## src/rtl/keypad_pkg.sv

```systemverilog
// Shared types and constants for the 4x4 matrix keypad scanner.
package keypad_pkg;

    typedef enum logic [1:0] {
        SCAN     = 2'd0,
        DEBOUNCE = 2'd1,
        PRESSED  = 2'd2,
        HOLD     = 2'd3
    } kp_state_t;

    localparam int KP_NUM_COLS = 4;
    localparam int KP_NUM_ROWS = 4;
    localparam int KP_CODE_W   = 4;

endpackage

```

## src/rtl/keypad_scan_ctrl_if.sv

```systemverilog
// Keypad pin and key-report bundle; the controller is the slave side.
interface keypad_scan_ctrl_if;
    import keypad_pkg::*;

    logic                   en;
    logic [KP_NUM_ROWS-1:0] row_i;
    logic [KP_NUM_COLS-1:0] col_o;
    logic [KP_CODE_W-1:0]   key_code;
    logic                   key_valid;
    logic                   key_held;

    modport master (
        output en, row_i,
        input  col_o, key_code, key_valid, key_held
    );

    modport slave (
        input  en, row_i,
        output col_o, key_code, key_valid, key_held
    );

endinterface

```

## src/rtl/sync_2ff.sv

```systemverilog
// Two-flop synchronizer for asynchronous level inputs; clears to zero on reset.
module sync_2ff #(
    parameter int WIDTH = 4
) (
    input  logic             clk,
    input  logic             rst,
    input  logic [WIDTH-1:0] d,
    output logic [WIDTH-1:0] q
);

    logic [WIDTH-1:0] meta_reg;
    logic [WIDTH-1:0] sync_reg;

    always_ff @(posedge clk or negedge rst) begin
        if (!rst) begin
            meta_reg <= '0;
            sync_reg <= '0;
        end else begin
            meta_reg <= d;
            sync_reg <= meta_reg;
        end
    end

    assign q = sync_reg;

endmodule

```

## src/rtl/keypad_scan_ctrl.sv

```systemverilog
// 4x4 keypad scanner: rotates column drive, debounces press and release of
// the first key found, and strobes its {col,row} code once per accepted press.
module keypad_scan_ctrl
    import keypad_pkg::*;
#(
    parameter int SCAN_CYCLES     = 16,
    parameter int DEBOUNCE_CYCLES = 8
) (
    input  logic                 clk,
    input  logic                 rst,
    keypad_scan_ctrl_if.slave    kp
);

    localparam int DW  = $clog2(SCAN_CYCLES) + 1;
    localparam int DBW = $clog2(DEBOUNCE_CYCLES) + 1;
    localparam logic [DW-1:0]  DWELL_LAST = DW'(SCAN_CYCLES - 1);
    localparam logic [DBW-1:0] DEB_TERM   = DBW'(DEBOUNCE_CYCLES);

    kp_state_t              state_reg, state_next;
    logic [1:0]             col_idx_reg, col_idx_next;
    logic [1:0]             row_idx_reg, row_idx_next;
    logic [KP_NUM_ROWS-1:0] row_oh_reg, row_oh_next;
    logic [DW-1:0]          dwell_cnt_reg, dwell_cnt_next;
    logic [DBW-1:0]         deb_cnt_reg, deb_cnt_next;
    logic [DBW-1:0]         rel_cnt_reg, rel_cnt_next;
    logic [KP_CODE_W-1:0]   key_code_reg, key_code_next;
    logic [KP_NUM_ROWS-1:0] row_s;
    logic [1:0]             row_first;
    logic [DBW-1:0]         deb_inc, rel_inc;
    logic                   drive_on;

    sync_2ff #(.WIDTH(KP_NUM_ROWS)) u_row_sync (
        .clk (clk),
        .rst (rst),
        .d   (kp.row_i),
        .q   (row_s)
    );

    // Lowest set row wins when several rows are seen in the same sample.
    function automatic logic [1:0] lowest_row(input logic [KP_NUM_ROWS-1:0] r);
        lowest_row = 2'd0;
        for (int i = KP_NUM_ROWS - 1; i >= 0; i--) begin
            if (r[i]) lowest_row = 2'(i);
        end
    endfunction

    assign row_first = lowest_row(row_s);
    assign deb_inc   = deb_cnt_reg + DBW'(1);
    assign rel_inc   = rel_cnt_reg + DBW'(1);

    always_ff @(posedge clk or negedge rst) begin
        if (!rst) begin
            state_reg     <= SCAN;
            col_idx_reg   <= '0;
            row_idx_reg   <= '0;
            row_oh_reg    <= '0;
            dwell_cnt_reg <= '0;
            deb_cnt_reg   <= '0;
            rel_cnt_reg   <= '0;
            key_code_reg  <= '0;
        end else begin
            state_reg     <= state_next;
            col_idx_reg   <= col_idx_next;
            row_idx_reg   <= row_idx_next;
            row_oh_reg    <= row_oh_next;
            dwell_cnt_reg <= dwell_cnt_next;
            deb_cnt_reg   <= deb_cnt_next;
            rel_cnt_reg   <= rel_cnt_next;
            key_code_reg  <= key_code_next;
        end
    end

    always_comb begin
        state_next     = state_reg;
        col_idx_next   = col_idx_reg;
        row_idx_next   = row_idx_reg;
        row_oh_next    = row_oh_reg;
        dwell_cnt_next = dwell_cnt_reg;
        deb_cnt_next   = deb_cnt_reg;
        rel_cnt_next   = rel_cnt_reg;
        key_code_next  = key_code_reg;

        if (!kp.en) begin
            state_next     = SCAN;
            col_idx_next   = '0;
            dwell_cnt_next = '0;
            deb_cnt_next   = '0;
            rel_cnt_next   = '0;
        end else begin
            unique case (state_reg)
                SCAN: begin
                    if (dwell_cnt_reg == DWELL_LAST) begin
                        dwell_cnt_next = '0;
                        if (row_s != '0) begin
                            row_idx_next = row_first;
                            row_oh_next  = KP_NUM_ROWS'(1) << row_first;
                            deb_cnt_next = '0;
                            state_next   = DEBOUNCE;
                        end else begin
                            col_idx_next = col_idx_reg + 2'd1;
                        end
                    end else begin
                        dwell_cnt_next = dwell_cnt_reg + DW'(1);
                    end
                end
                DEBOUNCE: begin
                    // Only the exact latched row counts; extra rows abort the press.
                    if (row_s == row_oh_reg) begin
                        if (deb_inc == DEB_TERM) begin
                            deb_cnt_next  = '0;
                            key_code_next = {col_idx_reg, row_idx_reg};
                            state_next    = PRESSED;
                        end else begin
                            deb_cnt_next = deb_inc;
                        end
                    end else begin
                        deb_cnt_next   = '0;
                        col_idx_next   = col_idx_reg + 2'd1;
                        dwell_cnt_next = '0;
                        state_next     = SCAN;
                    end
                end
                PRESSED: begin
                    rel_cnt_next = '0;
                    state_next   = HOLD;
                end
                HOLD: begin
                    if (row_s == '0) begin
                        if (rel_inc == DEB_TERM) begin
                            rel_cnt_next   = '0;
                            col_idx_next   = col_idx_reg + 2'd1;
                            dwell_cnt_next = '0;
                            state_next     = SCAN;
                        end else begin
                            rel_cnt_next = rel_inc;
                        end
                    end else begin
                        rel_cnt_next = '0;
                    end
                end
                default: state_next = SCAN;
            endcase
        end
    end

    // Column 0 is shown during reset even if the scan is disabled.
    assign drive_on = kp.en || !rst;

    for (genvar gi = 0; gi < KP_NUM_COLS; gi++) begin : g_col
        assign kp.col_o[gi] = drive_on && (col_idx_reg == 2'(gi));
    end

    always_comb begin
        kp.key_valid = (state_reg == PRESSED);
        kp.key_held  = (state_reg == HOLD) && kp.en;
        kp.key_code  = key_code_reg;
    end

endmodule

```

## src/flat_wrapper.sv

```systemverilog
// flat-port wrapper written by rule: the top's interface ports become plain ports
module keypad_scan_ctrl_flat import keypad_pkg::*;
#(
    parameter int SCAN_CYCLES     = 16,
    parameter int DEBOUNCE_CYCLES = 8
)
  (clk, rst, kp_en, kp_row_i, kp_col_o, kp_key_code, kp_key_valid, kp_key_held);
  keypad_scan_ctrl_if kp_i ();
  input  logic clk;
  input  logic rst;
  input wire logic [$bits(kp_i.en)-1:0] kp_en;
  input wire logic [$bits(kp_i.row_i)-1:0] kp_row_i;
  output wire logic [$bits(kp_i.col_o)-1:0] kp_col_o;
  output wire logic [$bits(kp_i.key_code)-1:0] kp_key_code;
  output wire logic [$bits(kp_i.key_valid)-1:0] kp_key_valid;
  output wire logic [$bits(kp_i.key_held)-1:0] kp_key_held;
  assign kp_i.en = kp_en;
  assign kp_i.row_i = kp_row_i;
  assign kp_col_o = kp_i.col_o;
  assign kp_key_code = kp_i.key_code;
  assign kp_key_valid = kp_i.key_valid;
  assign kp_key_held = kp_i.key_held;
  keypad_scan_ctrl #(.SCAN_CYCLES(SCAN_CYCLES), .DEBOUNCE_CYCLES(DEBOUNCE_CYCLES)) u_core (.clk(clk), .rst(rst), .kp(kp_i));
endmodule
```

## config.mk

```make
export PLATFORM = sky130hd
export DESIGN_NAME = keypad_scan_ctrl_flat
export DESIGN_NICKNAME = d
export VERILOG_FILES = /design/src/rtl/keypad_pkg.sv /design/src/rtl/keypad_scan_ctrl_if.sv /design/src/rtl/sync_2ff.sv /design/src/rtl/keypad_scan_ctrl.sv /design/src/flat_wrapper.sv
export SDC_FILE = /design/constraint.sdc
export NUM_CORES = 1
export LEC_CHECK = 0
export BUFFER_PORTS_ARGS = -buffer_cell sky130_fd_sc_hd__buf_4
export CORE_AREA = 2 2 58 60
export CTS_CLUSTER_DIAMETER = 150
export CTS_CLUSTER_SIZE = 20
export DETAILED_ROUTE_END_ITERATION = 7
export DIE_AREA = 0 0 60 62
export PLACE_DENSITY = 0.91
export SYNTH_ARGS = -nofsm -noshare
export SYNTH_HDL_FRONTEND = slang
export SYNTH_SLANG_ARGS = --single-unit
```

## constraint.sdc

```tcl
create_clock -name clk -period 5.68 [get_ports clk]
set_clock_uncertainty 0.05 [all_clocks]
set_input_delay 1.136 -clock clk [delete_from_list [all_inputs] [get_ports clk]]
set_output_delay 1.136 -clock clk [all_outputs]
set_load 0.05 [all_outputs]
```

Word-level counts from Yosys, hierarchy flattened
Cells that the tools add are included.
{ "word_totals": {"ff_bits": 35, "latchBits": 0, "ram_bits": 0, "rom_bits": 0, "in_bits": 7, "word_cells": 87, "n_memories": 0} }
{ "classes": {"n_addsub": 4, "mul": 0, "div": 0, "order_cmp": 0, "n_eq_ne": 20, "shifts": 1, "mux": 35, "bitwise_logic": 0, "reduce_logical": 17} }
{ "ops": {"columns": ["operator", "count"], "rows": [
  ["2-bit 2-to-1 mux", 17],
  ["4-bit 2-to-1 mux", 8],
  ["5-bit 2-to-1 mux", 5],
  ["4-bit one-hot mux with 2 select lines", 2],
  ["5-bit one-hot mux with 3 select lines", 1],
  ["3-bit by 2-bit inequality test with 1-bit output (second input constant)", 4],
  ["4-bit AND reduction", 3],
  ["4-bit by 1-bit adder with 4-bit output (second input constant)", 2],
  ["2-bit equality test (second input constant)", 4],
  ["4-bit equality test (second input constant)", 2],
  ["2-bit one-hot mux with 4 select lines", 1],
  ["3-bit by 1-bit inequality test with 1-bit output (second input constant)", 2],
  ["3-bit inequality test (second input constant)", 2],
  ["2-bit one-hot mux with 3 select lines", 1],
  ["6-bit AND reduction", 1],
  ["5-bit by 1-bit adder with 5-bit output (second input constant)", 1],
  ["5-bit by 4-bit equality test with 1-bit output (second input constant)", 1],
  ["1-bit logical AND", 5],
  ["5-bit AND reduction", 1],
  ["2-bit by 1-bit equality test with 1-bit output (second input constant)", 2],
  ["4-bit equality test", 1],
  ["2-bit logical NOT", 2],
  ["4-bit logical NOT", 1],
  ["4-bit by 1-bit inequality test with 1-bit output (second input constant)", 1],
  ["other kinds (7)", 7]
]} }

Depth between registers and ports, before layout
Gate-level depths: netlist (run 1).
{ "logic_depth": {"depth_word": 6, "mapped_depth": 7, "depth_no_buf": 7} }

Cells and area by module
Synthesis (run 1) repeated with hierarchy kept, for this count alone.
{ "hier_totals": {"cells_unflattened": 167, "area_unflattened_um2": 1749.2} }
{ "modules_own_cells": {"columns": ["mod", "n_inst", "cells_each", "area_per_inst_um2"], "rows": [
  ["keypad_scan_ctrl", 1, 159, 1549.0],
  ["sync_2ff", 1, 8, 200.2]
]} }

Least setup slack after synthesis (run 1)
No wires, ideal clock.
{ "synth_timing": {"path_type": "input-to-output", "from": "input port kp_en", "to": "output port kp_col_o[0]", "t_arrival_ns": 1.939, "required_ns": 4.494, "setup_slack_ns": 2.555, "cell_stages": 3, "cell_sequence": "clkbuf_1 -> nand2b_1 -> and2_1"} }
{ "synth_between": {"elab_chain_cells": 2} }
{ "synth_rtl": {"columns": ["item", "line", "rtl"], "rows": [
  ["from (decl)", "flat_wrapper.sv:11", "input wire logic [$bits(kp_i.en)-1:0] kp_en;"],
  ["1-bit logical OR", "keypad_scan_ctrl.sv:147", "assign drive_on = kp.en || !rst;"],
  ["1-bit logical AND", "keypad_scan_ctrl.sv:150", "assign kp.col_o[gi] = drive_on && (col_idx_reg == 2'(gi));"],
  ["to (decl)", "flat_wrapper.sv:13", "output wire logic [$bits(kp_i.col_o)-1:0] kp_col_o;"]
]} }
No other way between the ends.

Final worst setup path (run 1)
{ "layout_timing": {"from": "input port rst", "to": "output port kp_col_o[0]"} }
{ "layout_between": {"elab_chain_cells": 3} }
{ "layout_rtl": {"columns": ["item", "line", "rtl"], "rows": [
  ["from (decl)", "flat_wrapper.sv:10", "input logic rst;"],
  ["1-bit logical NOT (no line)", null, null],
  ["1-bit logical OR", "keypad_scan_ctrl.sv:147", null],
  ["1-bit logical AND", "keypad_scan_ctrl.sv:150", null]
]} }
No other way between the ends.

==> metrics.txt, run 1 <==
Reg clk slew, reported paths ~100 ps; most common cell in the netlist dfrtp_1; number of global-route vias before repair 1179; Worst setup SP type input pin; first-pass GRT wire length ~5.1 mm; CTS tree built; WP data required 4490 ps; diode count 0; Worst setup EP type output pin; Final Hold Vio Count 0; Pins Over Slew Limit 0; Synth Cell Area between 1500 and 2000 µm²; number of synthesized flops with an enable pin 0; Largest stage delay, worst path 370 ps; crit-path max FO 36; Final WS setup 2460 ps; drt via density 5.59; Pwr Density 278 nW/µm²; sequential share of the synthesized area 46.9%; share of cells above drive strength 1 13.9%; nets@finish between 200 and 250; DR iter-0 viols just over 90; synth unique cells 46; worst-skew pair later-pin latency 360 ps; Most Frequent Cell on Critical Path buf_4; reg-to-reg slack, setup roughly 3300 ps; H-tree Lvls 2; setup TNS 0 ps; Hold Buf Count CTS 0; Crit Path Class input pin to output pin; initial antenna violation count 0; Placer Congestion 0.827; worst setup path startpoint rst; final wirelength 3.11 mm; Syn Nets 198; die footprint around 3700 µm²; Remaining Overflow, GRT 0; Mean Syn Cell Area approximately 10 µm²; Arr. time, crit path ~2000 ps; Synth Instances 180; post-layout power 0.584 mW; final period utilization 56.8%; IO Pins 17; top-area cell type share of the netlist area 46.9%; Setup Viol. Count Final 0; vias 1380; WL/cell 12.6 µm; status finished clean; Most used DFF post-synth dfrtp_1; Post-CTS Setup Bufs 0; main area contributors after synthesis dfrtp_1 47%, ha_1 7.4%, nand2_1 4.4%; Hold Path Class register to register; Final HPWL DP 2.29 mm; area grow syn2layout 12.5%; Slew HR 63.5%; DP Area 2030 µm²; # DRC 0; Core Footprint about 3200 µm²; Clk Tree Root Cell clkbuf_4; Place WS between 2000 and 2500 ps; leak pwr 0.997 nW; Period minus WS final 3220 ps; async set-reset flop share out of synthesis 100%; Die X 60 µm; IO Port Bufs 16; RSZ-0062 raised after global routing false; area leader, netlist dfrtp_1; Synth Register Bits 35; hold path startpoint u_core.u_row_sync.meta_reg[0]$_DFF_PN0_; Ys Warns 0; worst-path cell with the longest stage delay buf_4; Sink Count 35; Max VDD drop approximately 0.19 mV; clock buffer depth 2; Initial Util 58.7%; max reg flops 5; Final Instance Area 2100 µm²; die height 62 µm; top cells by count, synth 35 x dfrtp_1, 22 x nand2_1, 11 x ha_1, 11 x inv_1, 8 x a21oi_1; CP Cell Sequence buf_4, nand2b_1, and2_1, buf_4; reg2reg start u_core.state_reg[1]$_DFFE_PN0P_; Core Rows 21; post-CTS sizing 0; Slew @ Worst Pin 543 ps; GRT Total Usage between 10% and 20%; max_cap viols 0; Max Freq between 300 and 400 MHz; CTS Buf Count 5; DR pass1 iterations 4; largest net degree at the start of global routing 37; remaining antenna violation count after routing 0
[layer usage]
metal	vias up	track usage, %	wire length, µm
li1	686	-	-
met1	663	21.8	1420
met2	24	32.3	1500
met5	-	0	0
met4	0	9.52	75
met3	7	6.83	123
[placed cells by master (no fill, tap or decap), drive strengths merged, types with 5 or more instances in the layout]
master	n
a21oi	8
buf	16
clkbuf	6
dfrtp	35
ha	11
inv	11
mux2	5
nand2	22
nand3	7
nor2	7
nor2b	6
o21ai	9
o31ai	6
[through the flow]
stage | utilization, % | instances | hold WS (ps)
CTS | 66.0 | 247 | 313
global placement | 63.9 | 239 | 284
finish | 66.0 | 247 | 308
global route | 66.0 | 247 | 318
detailed placement | 63.9 | 239 | 287
floorplan | - | 180 | 281
[report_power, final]
part / switching (mW) / total (mW) / internal (mW)
Sequential: 0.0187 / 0.285 / 0.266
Clock: 0.0870 / 0.148 / 0.0608
Combinational: 0.0971 / 0.152 / 0.0546
Total: 0.203 / 0.584 / 0.381
[layout make-up]
class / count / area (µm²)
inverter: 11 / 41.3
fill: 261 / 1080
multi-input combinational: 131 / 937
clock buffer: 6 / 51.3
timing repair buffer: 16 / 120
tap: 46 / 57.6
sequential: 35 / 876
clock inverter: 2 / 16.3
[critical path, delay by kind of cell]
kind,cells,cell delay [ps]
buffers and inverters,2,550
and+or+nand+nor,2,340
[logic make-up after synthesis]
family	Yosys count	share of synthesized area (%)
AO/OA/AOI/OAI	42	16.0
buffers and inverters	14	2.82
XOR/XNOR	2	0.939
adder cells (fa/ha/maj)	11	7.38
multiplexers	8	4.63
flip-flops	35	46.9
AND/OR/NAND/NOR	68	21.3
[path summary, 6_finish.rpt]
kind,depth (start not counted),to
setup / recovery,4,kp_col_o[0]
hold / removal,0,u_core.u_row_sync.q[0]$_DFF_PN0_
setup reg to reg,7,u_core.kp.key_code[0]$_DFFE_PN0P_
hold reg to reg,0,u_core.u_row_sync.q[0]$_DFF_PN0_
max in group asynchronous,1,u_core.dwell_cnt_reg[3]$_DFFE_PN0P_
min in group asynchronous,1,u_core.state_reg[1]$_DFFE_PN0P_
Power figures use the tool's default switching activity.
==> run 2: changes to the inputs <==
- CORE_AREA: 2 2 58 60 -> 2 2 60 62
- DIE_AREA: 0 0 60 62 -> 0 0 62 64
- PLACE_DENSITY: 0.91 -> 0.86
- clock period: 5.68 -> 3.2 ns (I/O delays scaled with it)
==> run 2 against run 1 <==
Against the previous run:
- sequential share of layout area about the same
- die area rose by 6.7%
- critical path depth rose by 3
- worst setup slack lost 1600 ps
- clock-buffer cell count down 1
- final area hardly changed
- utilization decreased by 2.1 points
==> metrics.txt, run 2 (synthesis results as in run 1) <==
Post-CTS Setup Bufs 0; CTS Buf Count 5; Initial Util 56.8%; Final Instance Area 2100 µm²; Sink Count 35; setup TNS 0 ps; largest net degree at the start of global routing 36; clock buffer depth 2; Crit Path Class register to register; Arr. time, crit path 2510 ps; Pwr Density 493 nW/µm²; crit-path max FO 9; IO Port Bufs 16; remaining antenna violation count after routing 0; max_cap viols 0; share of cells above drive strength 1 14.4%; leak pwr 0.995 nW; Hold Buf Count CTS 0; Worst setup EP type register; diode count 0; Remaining Overflow, GRT 0; final wirelength 3.45 mm; Worst setup SP type register; Logic pwr share roughly a quarter; Reg clk slew, reported paths 120 ps; die height 64 µm; Period minus WS final 2330 ps; DR iter-0 viols 133; fraction of power consumed by the clock network 24.4%; H-tree Lvls 2; WP data required 3380 ps; DR pass1 iterations 4; commonest non-fill, non-tap cells in the layout 35 x dfrtp_1, 22 x nand2_1, 17 x buf_4; final period utilization 72.7%; switching portion of total power 36.4%; Slew @ Worst Pin 534 ps; vias 1425; initial antenna violation count 0; Final HPWL DP 2.57 mm; Setup Viol. Count Final 0; # DRC 0; Max Freq 430 MHz; FF/Latch Area 876 µm²; Die X 62 µm; Max VDD drop 0.372 mV; Final Hold Vio Count 0; Core Rows 21; Internal Pwr Total 0.658 mW; DP Area 2040 µm²; Core Footprint 3280 µm²; reg2reg start u_core.state_reg[1]$_DFFE_PN0P_; WL/cell 13.9 µm; multi-input logic area about 940 µm²; Filler cells 272; Seq pwr share 49.0%; smallest hold slack 287 ps; Hold Path Class input pin to async pin; Slew HR 64.1%; drt via density 5.75; first-pass GRT wire length around 6.1 mm; most common cell after layout, fill and taps aside dfrtp_1; max reg flops 5; status finished clean; area grow syn2layout 12.6%; Pins Over Slew Limit 0; RSZ-0062 raised after global routing false; CTS tree built; nets@finish 219; reg2reg end u_core.kp.key_code[0]$_DFFE_PN0P_; GRT Total Usage 20.3%; worst-skew pair later-pin latency 340 ps; post-CTS sizing 0; IO Pins 17; reg-to-reg slack, setup ~870 ps; die footprint 3970 µm²; Placer Congestion 0.779; cells on worst reg2reg path 7; P_sw 0.377 mW; number of global-route vias before repair roughly 1400; Clk Tree Root Cell clkbuf_4
==> run 2: worst max-delay path, cell delays in order, from the launching register on <==
cell and delay [ps]:
dfrtp_1 440, inv_1 120, ha_1 220, nand2_1 70, a2111o_1 430, nor3_4 320, nand4_2 220, mux2_1 360
==> run 2: worst max-delay path by stage <==
stage / startpoint / to / cells past startpoint
finish: u_core.state_reg[1]$_DFFE_PN0P_ / u_core.kp.key_code[0]$_DFFE_PN0P_ / 7
global route: u_core.state_reg[1]$_DFFE_PN0P_ / u_core.kp.key_code[3]$_DFFE_PN0P_ / 7
CTS: u_core.state_reg[1]$_DFFE_PN0P_ / u_core.kp.key_code[0]$_DFFE_PN0P_ / 7
detailed placement: kp_en / u_core.kp.key_code[0]$_DFFE_PN0P_ / 6
global placement: kp_en / u_core.kp.key_code[1]$_DFFE_PN0P_ / 6
floorplan: kp_en / kp_col_o[0] / 3
==> run 2: stage by stage <==
stage / total power [mW] / instances / setup WS (ps) / utilization, %
after floorplan: 0.708 / 180 / 1070 / -
after global placement: 0.774 / 240 / 893 / 62.1
after detailed placement: 0.793 / 240 / 822 / 62.1
after CTS: 1.05 / 248 / 866 / 64.0
after global routing: 1.10 / 248 / 712 / 64.0
final: 1.04 / 248 / 872 / 64.0
==> run 2: power by group through the flow <==
stage	sequential, mW	combinational [mW]	clock [mW]
6_report	0.507	0.276	0.252
5_1_grt	0.510	0.307	0.283
4_1_cts	0.506	0.279	0.260
3_5_place_dp	0.515	0.278	0
3_3_place_gp	0.512	0.263	0
2_1_floorplan	0.505	0.203	0
==> run 2: layout make-up <==
class	count	share of cell area (%)
inverter	11	1.97
multi-input combinational	131	44.6
sequential	35	41.7
clock inverter	3	1.13
tap	46	2.74
clock buffer	5	1.79
timing repair buffer	17	6.08
==> run 2: metal layers <==
metal  part of all wire [%]  track usage (%)  vias up
li1                       -                -      688
met1                     43             24.3      701
met2                     52             34.5       32
met3                    3.9             5.47        4
met4                    1.0             5.85        0
met5                      0                0        -
